--- config.mk ---
export PLATFORM = sky130hd
export DESIGN_NAME = spi_burst_ctrl_flat
export DESIGN_NICKNAME = d
export VERILOG_FILES = /design/src/rtl/spi_burst_ctrl_if.sv /design/src/rtl/spi_burst_ctrl.sv /design/src/flat_wrapper.sv
export SDC_FILE = /design/constraint.sdc
export NUM_CORES = 1
export LEC_CHECK = 0
export CORE_MARGIN = 4
export CORE_UTILIZATION = 25
export DETAILED_ROUTE_END_ITERATION = 8
export PLACE_DENSITY = 0.52
export SYNTH_ARGS = -nofsm -noshare
export SYNTH_HDL_FRONTEND = slang
export SYNTH_SLANG_ARGS = --single-unit
--- constraint.sdc ---
create_clock -name clk -period 4.74 [get_ports clk]
set_clock_uncertainty 0.1 [all_clocks]
set_input_delay 1.185 -clock clk [delete_from_list [all_inputs] [get_ports clk]]
set_output_delay 1.185 -clock clk [all_outputs]
set_load 0.03 [all_outputs]
--- src/rtl/spi_burst_ctrl_if.sv ---
// spi_burst_ctrl_if: master-side FIFO bundle of the SPI burst controller.
// TX push, RX pop and per-byte completion from the SPI master.
interface spi_burst_ctrl_if;
  logic       m_wr_en;
  logic [7:0] m_wr_data;
  logic       m_full;
  logic       m_rd_en;
  logic [7:0] m_rd_data;
  logic       m_empty;
  logic       m_done;

  modport master (
    output m_wr_en, m_wr_data, m_rd_en,
    input  m_full, m_rd_data, m_empty, m_done
  );

  modport slave (
    input  m_wr_en, m_wr_data, m_rd_en,
    output m_full, m_rd_data, m_empty, m_done
  );
endinterface

--- src/rtl/spi_burst_ctrl.sv ---
// spi_burst_ctrl: pushes a TX buffer burst into an SPI master,
// waits for per-byte completion, then drains RX into a host buffer.
module spi_burst_ctrl #(
  parameter int TIMEOUT = 65535,
  parameter int MAX_LEN = 16
) (
  input  logic       clk,
  input  logic       rst,
  input  logic       start,
  input  logic [4:0] len,
  input  logic       buf_wr_en,
  input  logic [3:0] buf_addr,
  input  logic [7:0] buf_wr_data,
  input  logic [3:0] rx_addr,
  output logic [7:0] rx_rdata,
  output logic       busy,
  output logic       xfer_done,
  output logic       err,
  spi_burst_ctrl_if.master m
);

  localparam int TW = $clog2(TIMEOUT + 1);

  typedef enum logic [2:0] {
    IDLE, LOAD, WAIT, DRAIN, FIN
  } state_t;

  state_t          state_q;
  state_t          state_d;
  logic [4:0]      len_q;
  logic [4:0]      push_idx;
  logic [4:0]      done_cnt;
  logic [4:0]      pop_idx;
  logic            rd_pend;
  logic [TW-1:0]   tcnt;
  logic            err_q;

  logic [7:0] tx_mem [MAX_LEN];
  logic [7:0] rx_mem [MAX_LEN];

  logic len_ok;
  logic active;
  logic to_hit;
  logic last_push;
  logic last_pop;

  assign len_ok    = (len != 5'd0) && (len <= 5'(MAX_LEN));
  assign active    = (state_q == LOAD) || (state_q == WAIT);
  // tcnt holds idle cycles minus one, so this fires on the
  // TIMEOUT-th cycle without a byte completion
  assign to_hit    = active && !m.m_done &&
                     (tcnt == TW'(TIMEOUT - 1));
  assign last_push = push_idx == (len_q - 5'd1);
  assign last_pop  = pop_idx == (len_q - 5'd1);

  assign rx_rdata  = rx_mem[rx_addr];
  assign err       = err_q;

  // state register
  always_ff @(posedge clk) begin
    if (rst) state_q <= IDLE;
    else     state_q <= state_d;
  end

  // next state and handshake outputs
  always_comb begin
    state_d     = state_q;
    busy        = 1'b0;
    xfer_done   = 1'b0;
    m.m_wr_en   = 1'b0;
    m.m_wr_data = 8'h00;
    m.m_rd_en   = 1'b0;
    if (!rst) begin
      unique case (state_q)
        IDLE: begin
          if (start && len_ok) state_d = LOAD;
        end
        LOAD: begin
          busy = 1'b1;
          if (to_hit) begin
            xfer_done = 1'b1;
            state_d   = IDLE;
          end else if (!m.m_full) begin
            m.m_wr_en   = 1'b1;
            m.m_wr_data = tx_mem[push_idx[3:0]];
            if (last_push) state_d = WAIT;
          end
        end
        WAIT: begin
          busy = 1'b1;
          if (to_hit) begin
            xfer_done = 1'b1;
            state_d   = IDLE;
          end else if (done_cnt == len_q) begin
            state_d = DRAIN;
          end
        end
        DRAIN: begin
          busy      = 1'b1;
          m.m_rd_en = !m.m_empty && !rd_pend;
          if (rd_pend && last_pop) state_d = FIN;
        end
        FIN: begin
          busy      = 1'b1;
          xfer_done = 1'b1;
          state_d   = IDLE;
        end
        default: state_d = IDLE;
      endcase
    end
  end

  // counters, indices and sticky error
  always_ff @(posedge clk) begin
    if (rst) begin
      len_q    <= '0;
      push_idx <= '0;
      done_cnt <= '0;
      pop_idx  <= '0;
      rd_pend  <= 1'b0;
      tcnt     <= '0;
      err_q    <= 1'b0;
    end else begin
      if (state_q == IDLE && start) begin
        if (len_ok) begin
          len_q    <= len;
          err_q    <= 1'b0;
          push_idx <= '0;
          done_cnt <= '0;
          pop_idx  <= '0;
          rd_pend  <= 1'b0;
          tcnt     <= '0;
        end else begin
          err_q <= 1'b1;
        end
      end
      if (m.m_wr_en) push_idx <= push_idx + 5'd1;
      if (active) begin
        if (m.m_done) begin
          done_cnt <= done_cnt + 5'd1;
          tcnt     <= '0;
        end else begin
          tcnt <= tcnt + TW'(1);
        end
        if (to_hit) err_q <= 1'b1;
      end
      if (state_q == DRAIN) begin
        rd_pend <= m.m_rd_en;
        if (rd_pend) pop_idx <= pop_idx + 5'd1;
      end
    end
  end

  // buffers: host writes only while idle, RX capture one cycle after pop
  always_ff @(posedge clk) begin
    if (!rst && state_q == IDLE && buf_wr_en)
      tx_mem[buf_addr] <= buf_wr_data;
    if (!rst && state_q == DRAIN && rd_pend)
      rx_mem[pop_idx[3:0]] <= m.m_rd_data;
  end

endmodule

--- src/flat_wrapper.sv ---
// flat-port wrapper written by rule: the top's interface ports become plain ports
module spi_burst_ctrl_flat 
#(
  parameter int TIMEOUT = 65535,
  parameter int MAX_LEN = 16
)
  (clk, rst, start, len, buf_wr_en, buf_addr, buf_wr_data, rx_addr, rx_rdata, busy, xfer_done, err, m_m_wr_en, m_m_wr_data, m_m_rd_en, m_m_full, m_m_rd_data, m_m_empty, m_m_done);
  spi_burst_ctrl_if m_i ();
  input  logic clk;
  input  logic rst;
  input  logic start;
  input  logic [4:0] len;
  input  logic buf_wr_en;
  input  logic [3:0] buf_addr;
  input  logic [7:0] buf_wr_data;
  input  logic [3:0] rx_addr;
  output logic [7:0] rx_rdata;
  output logic busy;
  output logic xfer_done;
  output logic err;
  output wire logic [$bits(m_i.m_wr_en)-1:0] m_m_wr_en;
  output wire logic [$bits(m_i.m_wr_data)-1:0] m_m_wr_data;
  output wire logic [$bits(m_i.m_rd_en)-1:0] m_m_rd_en;
  input wire logic [$bits(m_i.m_full)-1:0] m_m_full;
  input wire logic [$bits(m_i.m_rd_data)-1:0] m_m_rd_data;
  input wire logic [$bits(m_i.m_empty)-1:0] m_m_empty;
  input wire logic [$bits(m_i.m_done)-1:0] m_m_done;
  assign m_m_wr_en = m_i.m_wr_en;
  assign m_m_wr_data = m_i.m_wr_data;
  assign m_m_rd_en = m_i.m_rd_en;
  assign m_i.m_full = m_m_full;
  assign m_i.m_rd_data = m_m_rd_data;
  assign m_i.m_empty = m_m_empty;
  assign m_i.m_done = m_m_done;
  spi_burst_ctrl #(.TIMEOUT(TIMEOUT), .MAX_LEN(MAX_LEN)) u_core (.clk(clk), .rst(rst), .start(start), .len(len), .buf_wr_en(buf_wr_en), .buf_addr(buf_addr), .buf_wr_data(buf_wr_data), .rx_addr(rx_addr), .rx_rdata(rx_rdata), .busy(busy), .xfer_done(xfer_done), .err(err), .m(m_i));
endmodule
==> Word level (Yosys, flattened, before mapping) <==
Memory sizes are Yosys's and may differ from the RTL's. A register that Yosys moved wholly into a read port is not among the register bits.
Cells that the tools add are included.
{ "word_totals": {"word_cells": 111, "inputBits": 36, "output_inout_bits": 21, "regBits": 41, "ram_bits": 256, "memories": 2} }
{ "op_classes": {"order_cmp": 1, "add_sub_neg": 5, "n_reduce_logical": 31, "eq_ne": 13, "muxes": 51} }
{ "mem_list": {"columns": ["name", "depth", "width", "read_ports", "rd_ports_with_merged_regs", "write_ports", "line_no", "rtl"], "rows": [
  ["u_core.rx_mem", 16, 8, 1, 0, 1, "spi_burst_ctrl.sv:39", "logic [7:0] rx_mem [MAX_LEN];"],
  ["u_core.tx_mem", 16, 8, 1, 1, 1, "spi_burst_ctrl.sv:38", "logic [7:0] tx_mem [MAX_LEN];"]
]} }
{ "ops": {"columns": ["op", "n"], "rows": [
  ["$mux 16", 4],
  ["$mux 5", 11],
  ["$mux 8", 4],
  ["$mux 1", 21],
  ["$mux 3", 7],
  ["$add 16x1->16 const B", 1],
  ["$eq 16x16->1 const B", 1],
  ["$add 5x1->5 const B", 3],
  ["$eq 5x5->1", 3],
  ["$pmux 3 s4", 1],
  ["$reduce_bool 2->1", 6],
  ["$logic_and 1x1->1", 11],
  ["$mux 4", 2],
  ["$reduce_and 2->1", 4],
  ["$eq 3x2->1 const B", 2],
  ["$ne 3x2->1 const B", 2],
  ["$le 5x5->1 const B", 1],
  ["$reduce_and 5->1", 1],
  ["$reduce_bool 5->1", 1],
  ["$sub 5x1->5 const B", 1],
  ["$logic_not 1->1", 4],
  ["$ne 2x1->1 const B", 2],
  ["$reduce_or 4->1", 1],
  ["$eq 3x1->1 const B", 1],
  ["other kinds (6)", 6]
]} }

==> Depth between registers and ports, before layout <==
Gate-level depths: netlist (run 1).
{ "logic_depth": {"ltp_word": 11, "ltp_mapped": 10, "ltp_nobuf": 8} }

==> Least setup slack after synthesis (run 1) <==
Ideal clock, no wire load.
{ "synth_path": {"path_kind": "in2out", "from": "input port rx_addr[0]", "to": "output port rx_rdata[0]", "arrival_ns": 2.803, "setup_slack_ns": 0.652, "path_stages": 4, "cell_sequence": "clkbuf_1 -> buf_2 -> mux4_2 -> mux4_2"} }
{ "synth_between": {"elab_chain_len": 1} }
{ "synth_lines": {"columns": ["item", "line_no", "rtl"], "rows": [
  ["from (decl)", "flat_wrapper.sv:16", "input logic [3:0] rx_addr;"],
  ["$mem_v2 16x8", null, null],
  ["to (decl)", "flat_wrapper.sv:17", "output logic [7:0] rx_rdata;"]
]} }
Every way passes these cells.

==> Worst setup path after layout (run 1) <==
{ "layout_path": {"from": "input port rx_addr[1]", "to": "output port rx_rdata[7]"} }
The elaborated chain is that of the path after synthesis.

==> results.cfg, run 1 <==
[run_status]
status = finished clean

[min_path]
hold_path_class = reg -> reg
hold_depth = 2

[final_layout]
nets = 871
nFillCells = 4859
drive_above_1_share = 0.227
syn_to_final_growth_pct = 20.5
stdcell_count = 1514
diodes = 0

[synth]
synth_area_leaders = edfxtp_1, mux4_2, dfxtp_1, nor2_1, nand2_1
avgSynthCellArea_sq_um = 16.8
synth_ff_type = edfxtp_1
netlist_top_cells_count = edfxtp_1, mux4_2, nor2_1
ys_async_sr_fraction = 0
ys_seq_area_frac = 0.691
yosysMostFrequentCell = edfxtp_1
synth-edff-count = 256
netlist.top_cell.by_area = edfxtp_1
synth-seq-cells = 301
yosysWarnings = 0
synthCells = 739
synth_area_sq_mm = 0.0124
yosys.cell_types.count = 57
netlist.area_leader.share = 0.618
synth_fp_nets = 784

[sta]
max_freq_mhz = 217
fin_setup_tns_ns = 0
slew_viol_final = 0
worst_pin_slew_ns = 0.906
hold_ws_ns = 0.404
fin_crit_ns = 4.61
rsz0062_at_grt = false
finalSetupViolations = 0
hold_viol = 0
fin_crit_sh = 0.973
maxSlewHeadroom = 0.394

[cts]
cts_tree = built
post_cts_resized = 0
postCtsHoldBufs = 0
post_cts_buffers = 0
clock_path_buffers = 3
clkSlewWorstSetupHoldPaths_ns = 0.06
clk_latency_ns = 0.52
cts_made_buffers = 35
cts.sinks = 301
ctsRootBufferMaster = clkbuf_16
cts_max_level = 2

[global_routing]
grt_pass1_vias = 6945
grt_remaining_overflow = 0
grt_start_max_net_pins = 33
antenna_found_initial = 0
grt_pass1_wl_mm = 42.8
grt_use_total = 0.105

[floorplan]
io_pins = 57
start_util = 0.253
die_w_um = 231
row_count = 81
core_area_sq_mm = 0.0491
die_h_um = 231
die_area_sq_mm = 0.0533

[drt]
dr.pass1.iters = 4
drt_iter0_drc = 453
wl_mm = 27.7
vias = 6786
ant_nets = 0
via_per_inst = 4.48
wire_per_inst_um = 18.3
drc = 0

[critical_path]
crit_chain = clkdlybuf4s50_1 > buf_12 > mux4_2 > mux4_2 > clkdlybuf4s50_1
cp-end-kind = primary output
cp.buffers_inverters = 3
slowest_stage = clkdlybuf4s50_1
startpoint_type = input port
cp.arrival_ns = 3.33
required_ns = 3.45
r2r_setup_slack_ns = 1.81
worstPathMaxFanout = 21
path_delay_family = buffers and inverters
critical-path-max-stage-delay_ns = 0.62
cp.depth = 5
worstSetupPathType = in -> out
worst-r2r-cell-count = 4

[run]
maxCapViolCount = 0

[power_and_ir_drop]
p_clk_frac = 0.442
p_seq_frac = 0.507
max-vdd-ir-drop_uv = 295
p_int_mw = 4.50
cellPowerDensity_mw_per_mm2 = 382
switching_share = 0.212
p_switching_mw = 1.21
pwr-share-comb = 0.051
p_leak_nw = 4.69

[placed_design]
dpl.hpwl_mm = 18.1
io_buffers = 56
dp_cells = 1453
place.gp.congestion = 0.750
-- cell families (layout without fill, tap and decap cells) --
logic type	count (synthesis)	in the layout	synth area share
muxes	82	82	0.147
DFF	301	301	0.691
xor gates and xnor gates	18	18	0.0133
and+or+nand+nor	200	200	0.0803
AOI/OAI and AO/OA	77	77	0.0405
adders and majority gates	9	9	0.00906
buffers and inverters	52	163	0.0193
-- per-stage QoR --
stage,power (mW),area (sq um),worst slack (ns),utilization
2_1_floorplan,3.12,12400,0.652,-
3_3_place_gp,3.24,13900,0.133,0.283
3_5_place_dp,3.25,13900,0.135,0.283
4_1_cts,5.80,15000,0.121,0.305
5_1_grt,5.93,15000,0.0911,0.305
6_report,5.72,15000,0.130,0.305
-- final cells by class --
| cell class | instances | area, sq um | share of cell area |
|---|---|---|---|
| well taps | 664 | 831 | 0.0555 |
| repair buffers | 92 | 826 | 0.0551 |
| multi-input cells | 386 | 3610 | 0.241 |
| inverters | 10 | 37.5 | 0.00251 |
| clock inverters | 19 | 175 | 0.0117 |
| clock buffers | 42 | 912 | 0.0609 |
| flip-flops and latches | 301 | 8590 | 0.574 |
-- path summary, 6_finish.rpt --
| check | startpoint | endpoint |
|---|---|---|
| min | u_core.done_cnt[4] | u_core.done_cnt[4] |
| max reg2reg | u_core.state_q[2] | u_core.tx_mem[3][3] |
| min reg2reg | u_core.done_cnt[4] | u_core.done_cnt[4] |
| max | rx_addr[1] | rx_rdata[7] |
-- registers in the layout, summed over array words and instances (netlist names), named ones only --
signal	flops
u_core.rx_mem	128
u_core.len_q	5
u_core.done_cnt	5
u_core.err	1
u_core.tx_mem	128
u_core.rd_pend	1
u_core.pop_idx	5
u_core.state_q	3
u_core.tcnt	16
u_core.push_idx	5
-- layout by cell type (no fill, tap or decap), types with 3 or more instances in the layout --
cell type        count
and2_1               4
o211ai_1             3
and3_1              12
clkbuf_1             6
nand2_1             42
edfxtp_1           256
clkinv_2             4
ha_1                 9
a311oi_1             7
nand2b_1             7
a211oi_1             4
clkinv_1             6
clkbuf_16           35
nand3_1             20
a31oi_1              7
clkdlybuf4s50_1     40
nand4_2              3
nand4_1              3
xor2_1               8
nor3_1              20
mux4_2              80
buf_12               3
dfxtp_1             44
o21ai_0             11
nor2_1              65
clkinvlp_4           3
or4_1                3
buf_4               48
inv_1               10
a21oi_1             29
xnor2_1              9
or3_1                5
-- power groups by stage --
stage / Clock, mW / Sequential, mW / Combinational (mW)
after floorplan: 0 / 2.94 / 0.173
after global placement: 0 / 2.95 / 0.291
after detailed placement: 0 / 2.95 / 0.294
after CTS: 2.60 / 2.90 / 0.295
after global routing: 2.72 / 2.90 / 0.317
final: 2.53 / 2.90 / 0.289
-- tightest hold or removal path, cell delays in order, from the launching register on --
cell     delay (ns)
dfxtp_1        0.34
nand2_1        0.07
a21oi_1        0.05
-- metal layers --
| metal | vias up | track usage | wire (um) |
|---|---|---|---|
| met4 | 0 | 0.0327 | 649 |
| met1 | 3489 | 0.143 | 12900 |
| met5 | - | 0 | 0 |
| met3 | 43 | 0.0207 | 1070 |
| li1 | 3125 | - | - |
| met2 | 129 | 0.169 | 13100 |
(Power assumes the default switching activity.)
==> run 2: changes to the inputs <==
--- a/config.mk
+++ b/config.mk
@@ -5,10 +5,11 @@
 export SDC_FILE = /design/constraint.sdc
 export NUM_CORES = 1
 export LEC_CHECK = 0
+export ABC_AREA = 1
 export CORE_MARGIN = 4
-export CORE_UTILIZATION = 25
+export CORE_UTILIZATION = 50
 export DETAILED_ROUTE_END_ITERATION = 8
-export PLACE_DENSITY = 0.52
+export PLACE_DENSITY = 0.8
 export SYNTH_ARGS = -nofsm -noshare
 export SYNTH_HDL_FRONTEND = slang
 export SYNTH_SLANG_ARGS = --single-unit
==> run 2 against run 1 <==
- critical endpoint is now rx_rdata[0]
- cell count grew 3.8%
- clock power shrank 7%
- highest routed layer unchanged
- sequential share of layout area is essentially flat
- core utilization grew 27 points
==> results.cfg, run 2 <==
[run_status]
status = finished clean

[power_and_ir_drop]
max-vdd-ir-drop_uv = 276
p_leak_nw = 5.29
cellPowerDensity_mw_per_mm2 = 413
finalPower_mw = 6.19

[drt]
drc = 0
dr.pass1.iters = 6
ant_nets = 0
vias = 8910
wl_mm = 28.7
wire_per_inst_um = 18.2
drt_iter0_drc = 895
via_per_inst = 5.67

[sta]
max_freq_mhz = 236
setup_ws_ns = 0.505
fin_setup_tns_ns = 0
worst_pin_slew_ns = 1.00
slew_viol_final = 0
fin_crit_ns = 4.24
hold_viol = 0
hold_ws_ns = 0.385
maxSlewHeadroom = 0.330
rsz0062_at_grt = false
fin_crit_sh = 0.893
finalSetupViolations = 0

[synth]
netlist.area_leader.share = 0.586
synth_fp_nets = 1199
ys_seq_area_frac = 0.654
yosysWarnings = 0
netlist.top_cell.by_area = edfxtp_1
synth-seq-cells = 301
ys_async_sr_fraction = 0
synthCells = 1154
synth_area_sq_mm = 0.0131
synth_ff_type = edfxtp_1
yosysMostFrequentCell = edfxtp_1
synth-edff-count = 256
synth_area_leaders = edfxtp_1, dfxtp_1, mux2i_1, o21ai_0, nand2_1
yosys.cell_types.count = 46
netlist_top_cells_count = edfxtp_1, nand2_1, inv_1
avgSynthCellArea_sq_um = 11.4

[floorplan]
start_util = 0.507
core_area_sq_mm = 0.0259
row_count = 59
die_area_sq_mm = 0.0289
io_pins = 57
die_w_um = 170
die_h_um = 170

[cts]
post_cts_resized = 0
postCtsHoldBufs = 0
cts_made_buffers = 30
ctsRootBufferMaster = clkbuf_16
clk_latency_ns = 0.55
post_cts_buffers = 0
cts.sinks = 301
clkSlewWorstSetupHoldPaths_ns = 0.06
cts_tree = built
clock_path_buffers = 3
cts_max_level = 1

[critical_path]
slowest_stage = inv_1
cp-startpoint = rx_addr[1]
cp.depth = 6
cp.arrival_ns = 2.95
r2r_setup_slack_ns = 2.23
r2r_end = u_core.rx_mem[9][1]
path_delay_family = buffers and inverters
crit_chain = clkdlybuf4s50_1 > inv_1 > o21ai_0 > o211ai_1 > nand2_1 > buf_4
startpoint_type = input port
critical-path-max-stage-delay_ns = 0.64
required_ns = 3.45
worstPathMaxFanout = 32
worstSetupPathType = in -> out
rr_startpoint = u_core.state_q[0]
worst-r2r-cell-count = 6
cp.buffers_inverters = 3
endpoint = rx_rdata[0]
cp-end-kind = primary output

[min_path]
hold_depth = 2
hold_path_class = reg -> reg

[final_layout]
diodes = 0
nFillCells = 2043
syn_to_final_growth_pct = 14.2
drive_above_1_share = 0.104
multiInputGateArea_sq_mm = 0.00378
mostFrequentLayoutCells = edfxtp_1, nand2_1, inv_1
seq_area_sq_mm = 0.00859
nets = 1258
final_common_cell = edfxtp_1

[global_routing]
grt_start_max_net_pins = 58
antenna_found_initial = 0
grt_pass1_wl_mm = 45.2
grt_remaining_overflow = 0
grt_use_total = 0.194
grt_pass1_vias = 8585

[placed_design]
place_ws_ns = 0.547
dpl.hpwl_mm = 18.6
io_buffers = 56
place.gp.congestion = 0.839

[run]
maxCapViolCount = 0
run 2: cell type report:
type	count	share of cell area
multi-input cells	666	0.252
clock inverters	13	0.00843
clock buffers	43	0.0574
flip-flops and latches	301	0.573
repair buffers	80	0.0471
well taps	335	0.0280
inverters	134	0.0338
run 2: metal layers:
layer | routed length [um] | track usage | vias to the layer above | part of all wire
met5 | 0 | 0 | - | 0
met1 | 11900 | 0.257 | 4287 | 0.42
li1 | - | - | 4204 | -
met4 | 1080 | 0.0670 | 0 | 0.038
met3 | 1810 | 0.0293 | 77 | 0.063
met2 | 13900 | 0.330 | 342 | 0.48
run 2: logic make-up (layout without fill, tap and decap cells):
kind of cell               count (synthesis)  after routing  synth area share
muxes                                     64             64            0.0488
DFF                                      301            301             0.654
xor gates and xnor gates                   4              4           0.00267
and+or+nand+nor                          296            296             0.101
adders and majority gates                  9              9           0.00858
buffers and inverters                    187            270            0.0576
AOI/OAI and AO/OA                        293            293             0.127
run 2: stage by stage:
| stage | instances | util | instance area, sq um |
|---|---|---|---|
| floorplan | 1154 | - | 13100 |
| global placement | 1516 | 0.540 | 14000 |
| detailed placement | 1516 | 0.540 | 14000 |
| CTS | 1572 | 0.579 | 15000 |
| global route | 1572 | 0.579 | 15000 |
| finish | 1572 | 0.579 | 15000 |
run 2: how the worst min path moves through the flow:
stage	startpoint	to	slack, ns
finish	u_core.tcnt[5]	u_core.tcnt[5]	0.38
detailed placement	u_core.tcnt[5]	u_core.tcnt[5]	0.38
floorplan	u_core.tcnt[5]	u_core.tcnt[5]	0.36
global route	u_core.tcnt[5]	u_core.tcnt[5]	0.41
global placement	u_core.tcnt[5]	u_core.tcnt[5]	0.37
CTS	u_core.tcnt[5]	u_core.tcnt[5]	0.39
run 2: worst register-to-register path, cell delays in order, from the launching register on:
cell and delay, ns:
dfxtp_1 0.36, inv_2 0.07, nor3_1 0.41, nand2_1 0.19, nor2_2 0.20, nand2_1 0.17
nor2_1 0.63
run 2: power by group:
group	switching [mW]	internal [mW]	total (mW)
Sequential	0.0767	2.92	2.99
Clock	0.981	1.37	2.35
Combinational	0.544	0.302	0.846
==> run 3: changes to the inputs <==
--- a/config.mk
+++ b/config.mk
@@ -9,7 +9,9 @@
 export CORE_MARGIN = 4
 export CORE_UTILIZATION = 50
 export DETAILED_ROUTE_END_ITERATION = 8
+export MAX_ROUTING_LAYER = met4
 export PLACE_DENSITY = 0.8
+export RECOVER_POWER = 50
 export SYNTH_ARGS = -nofsm -noshare
 export SYNTH_HDL_FRONTEND = slang
 export SYNTH_SLANG_ARGS = --single-unit
==> run 3 against run 2 <==
- worst setup slack gained 0.027 ns
- critical path type unchanged
- cell count shrank 0.13%
- critical path depth is the same
- clock power shrank 2%
- first-iteration DRC count shrank 1.0%
- cell area shrank 0.46%
- power shrank 1.4%
- largest cell class unchanged
- clock-buffer cell count grew 7
==> results.cfg, run 3 (same netlist as run 2, synthesis figures left out) <==
[floorplan]
core_area_sq_mm = 0.0259
row_count = 59
start_util = 0.507
die_h_um = 170
die_area_sq_mm = 0.0289
io_pins = 57
die_w_um = 170

[placed_design]
io_buffers = 56
dp_cells = 1513
place.gp.congestion = 0.882
dpl.hpwl_mm = 18.2

[sta]
fin_crit_sh = 0.888
max_freq_mhz = 238
hold_viol = 0
rsz0062_at_grt = false
worst_pin_slew_ns = 1.05
slew_viol_final = 0
maxSlewHeadroom = 0.302
finalSetupViolations = 0
fin_setup_tns_ns = 0
fin_crit_ns = 4.21

[cts]
cts_tree = built
ctsRootBufferMaster = clkbuf_16
cts_max_level = 1
clkSlewWorstSetupHoldPaths_ns = 0.06
post_cts_resized = 0
clock_path_buffers = 3
cts_made_buffers = 30
postCtsHoldBufs = 0
cts.sinks = 301
clk_latency_ns = 0.55
post_cts_buffers = 0

[final_layout]
mostFrequentLayoutCells = edfxtp_1, nand2_1, inv_1
syn_to_final_growth_pct = 13.7
drive_above_1_share = 0.0940
multiInputGateArea_sq_mm = 0.00374
stdcell_count = 1570
nets = 1255
final_common_cell = edfxtp_1
nFillCells = 2059
utilization = 0.576
seq_area_sq_mm = 0.00859

[global_routing]
grt_use_total = 0.193
grt_remaining_overflow = 0
grt_pass1_wl_mm = 43.4
grt_start_max_net_pins = 68
grt_pass1_vias = 8316
antenna_found_initial = 1

[drt]
ant_nets = 0
wl_mm = 27.6
vias = 8786
drt_iter0_drc = 886
dr.pass1.iters = 5
drc = 0
via_per_inst = 5.60
wire_per_inst_um = 17.6

[critical_path]
cp-end-kind = primary output
worstPathMaxFanout = 32
startpoint_type = input port
worstSetupPathType = in -> out
r2r_setup_slack_ns = 2.17
cp.arrival_ns = 2.92
r2r_end = u_core.rx_mem[9][4]
required_ns = 3.45
worst-r2r-cell-count = 6
rr_startpoint = u_core.state_q[0]

[min_path]
whs_endpoint = u_core.tcnt[14]
hold_path_class = reg -> reg
hp-start = u_core.tcnt[14]
hold_depth = 2

[run]
maxCapViolCount = 0

[power_and_ir_drop]
max-vdd-ir-drop_uv = 250
cellPowerDensity_mw_per_mm2 = 409
p_leak_nw = 5.25

[run_status]
status = finished clean
-- run 3: cell types whose count changed in the layout (fill, tap and decap cells not counted), moves of 2 or more --
cell	previous run	this run
buf_4	42	39
clkbuf_1	8	13
clkbuf_8	4	6
clkdlybuf4s50_1	37	20
clkinv_2	7	3
dlygate4sd3_1	0	17
inv_1	125	127
inv_2	6	4
nor2_1	73	75
o21ai_0	117	119
o21ai_1	12	10
-- run 3: how the worst max path moves through the flow --
stage                    start     endpoint  slack (ns)  cells past startpoint
global placement    rx_addr[1]  rx_rdata[0]        0.61                      6
finish              rx_addr[1]  rx_rdata[0]        0.53                      6
floorplan                  rst    m_m_rd_en        1.06                      2
CTS                 rx_addr[1]  rx_rdata[0]        0.54                      6
detailed placement  rx_addr[1]  rx_rdata[0]        0.54                      6
global route        rx_addr[1]  rx_rdata[0]        0.39                      6
-- run 3: power breakdown --
group	total, mW	internal [mW]	switching [mW]	leakage, nW
registers	3.00	2.92	0.0811	2.67
logic	0.803	0.290	0.513	2.11
clock network	2.30	1.36	0.948	0.473
-- run 3: worst max-delay path: stages --
cell and delay [ns]:
clkdlybuf4s50_1 0.42, inv_1 0.61, o21ai_0 0.22, o211ai_1 0.20
nand2_1 0.10, buf_4 0.18
-- run 3: layout make-up --
cell class / count / share of cell area
multi-input cells: 666 / 0.251
repair buffers: 77 / 0.0458
clock inverters: 6 / 0.00453
clock buffers: 50 / 0.0608
diodes: 1 / 0.000168
flip-flops and latches: 301 / 0.576
well taps: 335 / 0.0281
inverters: 134 / 0.0340
-- run 3: layer usage --
metal | GRT usage | wire length, um | up-vias | share of wire
li1 | - | - | 4209 | -
met1 | 0.257 | 11400 | 4169 | 0.41
met2 | 0.311 | 13400 | 350 | 0.48
met3 | 0.0246 | 2020 | 58 | 0.073
met4 | 0.0604 | 833 | 0 | 0.030
met5 | - | 0 | - | 0
-- run 3: stage by stage --
| stage | instance area (sq um) | hold WS (ns) | power, mW | worst slack, ns |
|---|---|---|---|---|
| after CTS | 15000 | 0.377 | 6.16 | 0.540 |
| after detailed placement | 14000 | 0.368 | 3.87 | 0.542 |
| after floorplan | 13100 | 0.357 | 3.64 | 1.06 |
| after global routing | 14900 | 0.396 | 6.36 | 0.386 |
| final | 14900 | 0.374 | 6.10 | 0.532 |
| after global placement | 14000 | 0.368 | 3.86 | 0.612 |
==> RTL edit (config.mk and constraints of run 1) <==
Register the output `err` once more, cleared by the reset; this adds one clock of latency there. The other outputs are not delayed to match.
--- a/src/rtl/spi_burst_ctrl.sv
+++ b/src/rtl/spi_burst_ctrl.sv
@@ -56,3 +56,9 @@
   assign rx_rdata  = rx_mem[rx_addr];
-  assign err       = err_q;
+  always_ff @(posedge clk) begin
+    if (rst) begin
+      err <= '0;
+    end else begin
+      err <= err_q;
+    end
+  end
 
Behaviour: not the same (Yosys sat finds a counterexample within 4 cycles, from zero or initial values and one cycle with rst high).
==> RTL edit against run 1 <==
  * Sequential cell count increased by 1
  * Total power up 3.5%
  * Routed wire length fell by 3.4%
  * Count of clock-buffer cells in the layout decreased by 2
  * Fmax grew 1.2%
  * Worst setup slack better by 54 ps
  * Register-to-register slack gained 160 ps
  * Via count grew 0.15%
  * Design area is 1.6% higher
  * Area after synthesis grew 1.2%
  * Cell count grew 0.79%
  * Critical endpoint is now rx_rdata[5]
==> RTL edit: results <==
placement:
  place_area_um2: 14000
  pre_cts_ws_ps: 169
  gp_congestion: 0.743
power:
  p_leak_nw: 4.83
  ir_drop_mv: 0.281
setup_path:
  worstPathMaxFanout: 17
  worstPathArrival_ps: 3270
  rr_worst_depth: 6
finish:
  multi_input_area_share_pct: 24.5
  buf_share_pct: 5.53
  seq_area_share_pct: 56.6
  drive_above_1_share_pct: 20.8
  clock_cell_area_share_pct: 7.73
  multi_input_gates: 395
  buffers: 93
  fin_area_um2: 15200
grt:
  grt_usage_pct: 9.87
  grt_util_met1_pct: 13.2
  grt_max_degree: 44
  grt_util_met3_pct: 2.47
hold_path:
  hold-path-cell-count: 1
  hp-start: "u_core.err_q"
route:
  m1WireLength_mm: 12.1
  drtIter0Drc: 418
  dr_wl_met2_mm: 12.7
  drt-wirelength-per-cell_um: 17.5
run_status:
  status: "completed"
synth:
  netlist-cell-type-count: 58
timing:
  slew_headroom_pct: 40.4
[RTL edit: worst max path at each step]
stage                             end  slack (ps)  cells past startpoint
after floorplan           rx_rdata[0]         650                      4
final                     rx_rdata[5]         180                      5
after detailed placement  rx_rdata[5]         170                      5
after CTS                 rx_rdata[5]         170                      5
after global routing      rx_rdata[5]         130                      5
after global placement    rx_rdata[5]         170                      5
[RTL edit: cell families after synthesis]
family	share of synthesized area [%]
DFF	68.4
xor gates and xnor gates	1.31
AOI/OAI and AO/OA	3.86
and+or+nand+nor	8.22
buffers and inverters	2.01
muxes	15.3
adders and majority gates	0.895
[RTL edit: power by group through the flow]
stage                     Combinational (mW)  Sequential, mW  Clock (mW)
final                                  0.286            2.90        2.73
after global routing                   0.309            2.90        2.93
after CTS                              0.290            2.90        2.82
after detailed placement               0.289            2.96           0
after global placement                 0.284            2.96           0
after floorplan                        0.175            2.95           0
